[src/rtl/cpu_pkg.sv]
// Shared CPU definitions: fetch FSM state encoding and the halt opcode,
// used by the instruction fetch unit and the decoder.
package cpu_pkg;

  typedef enum logic [1:0] {
    IDLE  = 2'd0,
    FETCH = 2'd1,
    VALID = 2'd2,
    HALT  = 2'd3
  } fetch_state_t;

  localparam logic [7:0] HLT_CODE = 8'b00001010;

endpackage

[src/rtl/instr_fetch_unit.sv]
// Instruction fetch unit: drives the program-memory read address (the PC),
// waits out the registered-read latency, captures the instruction byte and
// offers it to the decoder over valid/ready. Stops after delivering HLT.
// Optional feature macro: FETCH_CNT_EN adds fetch_cnt, a saturating count of
// completed transfers cleared by reset and by start.
module instr_fetch_unit
  import cpu_pkg::*;
#(
  parameter int                ADDR_W   = 4,
  parameter int                DATA_W   = 8,
  parameter int                MEM_LAT  = 1,
  parameter logic [DATA_W-1:0] HLT_CODE = cpu_pkg::HLT_CODE
) (
  input  logic              clk,
  input  logic              reset,
  input  logic              start,
  output logic [ADDR_W-1:0] mem_addr,
  input  logic [DATA_W-1:0] mem_dout,
  output logic [DATA_W-1:0] instr,
  output logic              instr_valid,
  input  logic              instr_ready,
  input  logic              jump_en,
  input  logic [ADDR_W-1:0] jump_addr,
  output logic [ADDR_W-1:0] pc_out,
  output logic              busy,
`ifdef FETCH_CNT_EN
  output logic [7:0]        fetch_cnt,
`endif
  output logic              halted
);

  // Wait counter must hold MEM_LAT; keep at least one bit when MEM_LAT is 0.
  localparam int CNT_W = (MEM_LAT > 0) ? $clog2(MEM_LAT + 1) : 1;
  localparam logic [CNT_W-1:0] WAIT_LOAD = CNT_W'(MEM_LAT);

  fetch_state_t      state;
  fetch_state_t      state_nxt;
  logic [ADDR_W-1:0] pc;
  logic [CNT_W-1:0]  wait_cnt;
  logic              idle_like;
  logic              xfer;
  logic              is_hlt;

  assign mem_addr  = pc;
  assign idle_like = (state == IDLE) || (state == HALT);
  assign xfer      = (state == VALID) && instr_ready;
  assign is_hlt    = (instr == HLT_CODE);

  // State register.
  always_ff @(posedge clk) begin
    if (reset) state <= IDLE;
    else       state <= state_nxt;
  end

  // Next-state decode; a jump during FETCH restarts the wait instead of capturing.
  always_comb begin
    state_nxt = state;
    case (state)
      IDLE:  if (start) state_nxt = FETCH;
      FETCH: if (!jump_en && (wait_cnt == '0)) state_nxt = VALID;
      VALID: begin
        if (instr_ready)  state_nxt = is_hlt ? HALT : FETCH;
        else if (jump_en) state_nxt = FETCH;
      end
      HALT:  if (start) state_nxt = FETCH;
      default: state_nxt = IDLE;
    endcase
  end

  // Status outputs decoded from the current state.
  always_comb begin
    instr_valid = 1'b0;
    busy        = 1'b0;
    halted      = 1'b0;
    case (state)
      FETCH: busy = 1'b1;
      VALID: begin
        busy        = 1'b1;
        instr_valid = 1'b1;
      end
      HALT:  halted = 1'b1;
      default: ;
    endcase
  end

  // PC, wait counter and captured instruction. A transfer that coincides with
  // a jump still completes; the jump only chooses the following address.
  always_ff @(posedge clk) begin
    if (reset) begin
      pc       <= '0;
      wait_cnt <= '0;
      instr    <= '0;
      pc_out   <= '0;
    end else begin
      case (state)
        IDLE, HALT: begin
          if (start) begin
            pc       <= '0;
            wait_cnt <= WAIT_LOAD;
          end
        end
        FETCH: begin
          if (jump_en) begin
            pc       <= jump_addr;
            wait_cnt <= WAIT_LOAD;
          end else if (wait_cnt == '0) begin
            instr  <= mem_dout;
            pc_out <= pc;
          end else begin
            wait_cnt <= wait_cnt - 1'b1;
          end
        end
        VALID: begin
          if (instr_ready) begin
            if (!is_hlt) begin
              pc       <= jump_en ? jump_addr : pc + 1'b1;
              wait_cnt <= WAIT_LOAD;
            end
          end else if (jump_en) begin
            pc       <= jump_addr;
            wait_cnt <= WAIT_LOAD;
          end
        end
        default: ;
      endcase
    end
  end

`ifdef FETCH_CNT_EN
  // Saturating count of completed transfers; a restart begins a fresh count.
  always_ff @(posedge clk) begin
    if (reset)                       fetch_cnt <= '0;
    else if (start && idle_like)     fetch_cnt <= '0;
    else if (xfer && fetch_cnt != 8'hFF) fetch_cnt <= fetch_cnt + 8'd1;
  end
`endif

endmodule

[config.mk]
export PLATFORM = sky130hd
export DESIGN_NAME = instr_fetch_unit
export DESIGN_NICKNAME = d
export VERILOG_FILES = /design/src/rtl/cpu_pkg.sv /design/src/rtl/instr_fetch_unit.sv
export SDC_FILE = /design/constraint.sdc
export NUM_CORES = 1
export LEC_CHECK = 0
export CAP_MARGIN = 10
export CORE_MARGIN = 5
export CORE_UTILIZATION = 35
export CTS_CLUSTER_SIZE = 16
export DETAILED_ROUTE_END_ITERATION = 6
export HOLD_SLACK_MARGIN = 0.12
export PLACE_DENSITY = 0.66
export SETUP_SLACK_MARGIN = 0.2
export SLEW_MARGIN = 5
export SYNTH_ARGS = -nofsm -noshare
export SYNTH_HDL_FRONTEND = slang
export SYNTH_SLANG_ARGS = --single-unit
[constraint.sdc]
create_clock -name clk -period 1.9 [get_ports clk]
set_clock_uncertainty 0.1 [all_clocks]
set_input_delay 0.38 -clock clk [delete_from_list [all_inputs] [get_ports clk]]
set_output_delay 0.38 -clock clk [all_outputs]
set_load 0.02 [all_outputs]
---- Word level (Yosys, flattened, before mapping) ----
Index checks and enable logic that the tools add are counted.
operators by class
  add/subtract/negate cells ............... 2
  equality and inequality tests ........... 8
  muxes and demuxes ....................... 22
  bitwise logic cells ..................... 2
  reductions and logical operators ........ 9
operators by type and width
  operator               count
  $mux W4                5
  $pmux W4 S3            1
  $mux W2                5
  $mux W1                9
  $reduce_and A3 Y1      3
  $eq A8 B4 Y1 const B   1
  $ne A3 B3 Y1 const B   2
  $pmux W2 S3            1
  $add A4 B1 Y4 const B  1
  $eq A2 B2 Y1 const B   2
  $reduce_or A2 Y1       2
  $pmux W1 S3            1
  $eq A2 B1 Y1 const B   1
  $logic_not A2 Y1       1
  $ne A2 B1 Y1 const B   1
  $ne A2 B2 Y1 const B   1
  $not A1 Y1             2
  $reduce_and A2 Y1      1
  $logic_and A1 B1 Y1    1
  $logic_not A1 Y1       1
  $sub A1 B1 Y1 const B  1
storage, ports and cells
  bits in registers ....................... 19
  bits of input ports ..................... 17
  output and inout bits ................... 19
  word-level logic and storage cells ...... 48

---- Logic depth before layout (Yosys ltp) ----
  depth after elaboration ................. 5
  depth in mapped cells ................... 7
  depth with buffers taken out ............ 6

---- Least setup slack after synthesis ----
Ideal clock, no wire load.
  path kind ............................... reg2reg
  from .................................... reg state[0]
  to ...................................... reg pc[2], in the netlist mem_addr[2]
  setup time .............................. 80 ps
  arrival time ............................ 1711 ps
  required time ........................... 1720 ps
  path slack .............................. 10 ps
  stages on the path, launching flop included .. 8
  buffers on the path ..................... 1
  period minus slack after synthesis ...... 1890 ps
  path through ............................ dfxtp_1 inv_1 ha_1 clkbuf_1 nand2_1 o31ai_2 nand2_1 a211oi_2
between the ends
  cells in the longest elaborated chain, start to end .. 4
  elaborated cells between the ends (all ways) .. 9
  classes of those cells .................. eq/ne (5); mux (1); reduce/logical (3)
RTL lines
  item                                              RTL line                 RTL
  from (decl)                                       instr_fetch_unit.sv:36   fetch_state_t state;
  from (signal assigned)                            instr_fetch_unit.sv:52   else state <= state_nxt;
  $eq A2 B2 Y1 or $logic_not A2 Y1 (tied branches)  instr_fetch_unit.sv:95   case (state)
  $reduce_or A2 Y1 (no line)                        n/a
  $ne A2 B1 Y1 (no line)                            n/a
  $reduce_and A2 Y1 (no line)                       n/a
  to (signal assigned)                              instr_fetch_unit.sv:104  pc <= jump_addr;
  to (signal assigned)                              instr_fetch_unit.sv:116  pc <= jump_en ? jump_addr : pc + 1'b1;
  to (signal assigned)                              instr_fetch_unit.sv:120  pc <= jump_addr;
  to (decl)                                         instr_fetch_unit.sv:38   logic [ADDR_W-1:0] pc;
Several ways; a longest one is shown, not always the timed one.
A chain may end at the register's enable or synchronous reset.

---- Worst setup path after layout ----
  from .................................... reg instr[5]
  to ...................................... reg state[1]
between the ends
  cells in the longest elaborated chain, start to end .. 4
RTL lines
  item                    RTL line                 RTL
  from (decl)             instr_fetch_unit.sv:19   output logic [DATA_W-1:0] instr,
  from (signal assigned)  instr_fetch_unit.sv:107  instr <= mem_dout;
  $eq A8 B4 Y1            instr_fetch_unit.sv:47   assign is_hlt = (instr == HLT_CODE);
  $mux W2 (2 in a row)    instr_fetch_unit.sv:62   if (instr_ready) state_nxt = is_hlt ? HALT : FETCH;
  $pmux W2 S3             instr_fetch_unit.sv:58   case (state)
Every way passes these cells.

==> results by group <==
Run status
  • Status: completed

Logic synthesis
  • Compound-gate portion of the synthesized area: 20.6%
  • Ys async rst share: 0%
  • Synth unique cells: 32
  • Yosys reg bits: 19
  • Post-Synth Adder-Cell Area: 5.14%
  • Mean area per synthesized cell: 9.10 µm²
  • Synth Cell Area: 973 µm²
  • Yosys warning count: 0
  • Largest family of logic cells by synthesized area: compound AO/OA/AOI/OAI gates
  • Sequential share of the synthesized area: 39.1%
  • Main synth FF type: dfxtp_1
  • EDFF count, synth: 0
  • Post-synthesis mux area share: 12.3%
  • Post-Synth Simple-Gate Area: 18.0%
  • Post-Syn Nets: 128
  • Post-synthesis xor/xnor area fraction: 0.900%
  • Synth Instances: 107

Placement
  • Port Buffer Count: 35
  • Placer Congestion: 0.810
  • Detailed placement HPWL: 2020 µm
  • Cell Area, Placed: 0.00146 mm²
  • # placed instances: 177

Power
  • Total Power: 1.35 mW
  • Lkg Pwr: 0.638 nW
  • PwrDens: 888 mW/mm²
  • VDD IR max: 628 µV

Routing
  • Antenna Nets Post-Route: 0
  • DR vias: 950
  • Final wirelength: 2590 µm
  • WL/cell: 14.1 µm
  • Drt drc: 0
  • Via density: 5.19
  • Violation count after the first detailed-route iteration: 32
  • TritonRoute pass-1 iters: 4

Timing
  • Final Setup Violations: 0
  • RSZ-0062 raised after global routing: yes
  • Final Hold Viols: 0
  • Slew @ Worst Pin: 293 ps
  • Crit path time final: 1750 ps
  • Final period utilization: 92.1%
  • Relative slew slack: 80.4%
  • Fmax: 571 MHz
  • Fin. max-slew vios: 0

Setup path
  • CP startpoint: instr[5]
  • R2r startpoint: instr[5]
  • Data arrival time of the worst path: 1860 ps
  • Crit Path Class: reg2reg
  • CP Capture Type: flip-flop
  • Worst-path maximum fanout: 4
  • Critical path required time: 2010 ps
  • Crit start category: flip-flop

Cells and area
  • Fin cells: 183
  • Fin area: 0.00152 mm²
  • Area added between synthesis and finish: 55.7%
  • Most frequent cells in the layout: clkdlybuf4s50_1, dlygate4sd2_1, nor2_1
  • Fin nets: 174
  • Fraction of layout cells with a size suffix above 1: 25.0%
  • Diode count: 0

Clock tree
  • Clock Tree Root: clkbuf_4
  • TritonCTS Buffers: 3
  • CTS H-tree depth: 1
  • Clk slew on worst S/H paths: 110 ps
  • CTS Buffer Depth: 2
  • CTS tree: yes
  • Clock latency on the worst-skew pair: 290 ps
  • Clock sinks: 19
  • Hold_buf cts: 0

Min path
  • Hold Path Class: reg2reg
  • Worst hold start: pc_out[1]

GRT
  • Antenna violations before repair: 0
  • Largest net degree at the start of global routing: 13
  • Vias in the first global route: 958
  • Global-route wire length before repair: 4280 µm
  • Gr ovfl total: 0
  • Overall routing resource usage: 13.2%

Floorplanning
  • Initial Util: 35.9%
  • DIE WIDTH: 62.7 µm
  • Rows: 19
  • Core ar.: 0.00271 mm²
  • Die Footprint: 0.00394 mm²
  • Die Ht: 62.7 µm
  • # IOs: 36

Job
  • Max_cap viols: 0
[final timing paths]
kind | endpoint | slack (ps) | depth (start not counted)
max | state[1] | 150 | 3
max reg2reg | state[1] | 150 | 3
min | pc_out[1] | 400 | 2
min reg2reg | pc_out[1] | 400 | 2
[critical path: stages (launching register included)]
cell      delay (ps)
dfxtp_2          330
or4b_4           570
or3_4            430
a311oi_2         240
[flip-flops by register name, indices dropped and copies added (netlist names)]
name	flops
pc_out	4
instr	8
wait_cnt	1
mem_addr	4
state	2
[report_power, final]
group | total [mW] | internal (mW) | switching (mW)
sequential | 0.494 | 0.446 | 0.0477
clock | 0.203 | 0.0817 | 0.121
combinational | 0.649 | 0.306 | 0.343
[metal layers]
metal	up-vias	track usage, %	part of all wire, %
met3	4	4.86	7.3
met2	31	20.1	46
li1	478	-	-
met5	-	0	0
met4	0	4.77	1.1
met1	437	17.0	46
[cells by family after synthesis]
family,count (synthesis)
xor gates and xnor gates,1
and+or+nand+nor,33
buffers and inverters,10
DFF,19
AOI/OAI and AO/OA,28
adders and majority gates,4
muxes,12
[area by class of cell]
cell class / count / area [µm²]
Fill cell: 279 / 1190
Clock buffer: 4 / 26.3
Inverter: 5 / 18.8
Sequential cell: 19 / 389
Tap cell: 31 / 38.8
Multi-Input combinational cell: 78 / 628
Timing Repair Buffer: 46 / 414
[per-stage QoR]
stage	TNS [ps]	util (%)	setup slack (ps)	hold slack, ps
floorplan	0	-	178	381
global placement	0	53.7	21.1	376
detailed placement	-75.6	53.7	-64.9	387
CTS	0	54.8	48.3	412
global route	0	55.9	97.9	453
finish	0	55.9	150	403
[synthesized netlist by cell type, drive strengths merged (2+ instances only)]
cell type	count	area share, %
ha	4	5.1
o2111ai	2	1.8
nand3	2	1.0
mux2i	12	12
o21ai	5	2.6
buf	2	0.90
nor3	2	1.5
nor2	13	5.0
clkbuf	3	1.2
inv	5	1.9
nand2b	4	2.6
o31ai	2	2.1
a21oi	7	3.6
dfxtp	19	39
nand2	8	3.1
or4b	2	2.8
a311oi	3	2.7
[what timing repair did]
item / 4_1_cts / 5_1_grt
setup buffers: 1 / 1
gates resized for setup: 27 / 11
gates cloned: 0 / 0
pin swaps: 7 / 4
endpoints found under the setup margin: 37 / 21
No activity file was read; power rests on OpenSTA's default activity.
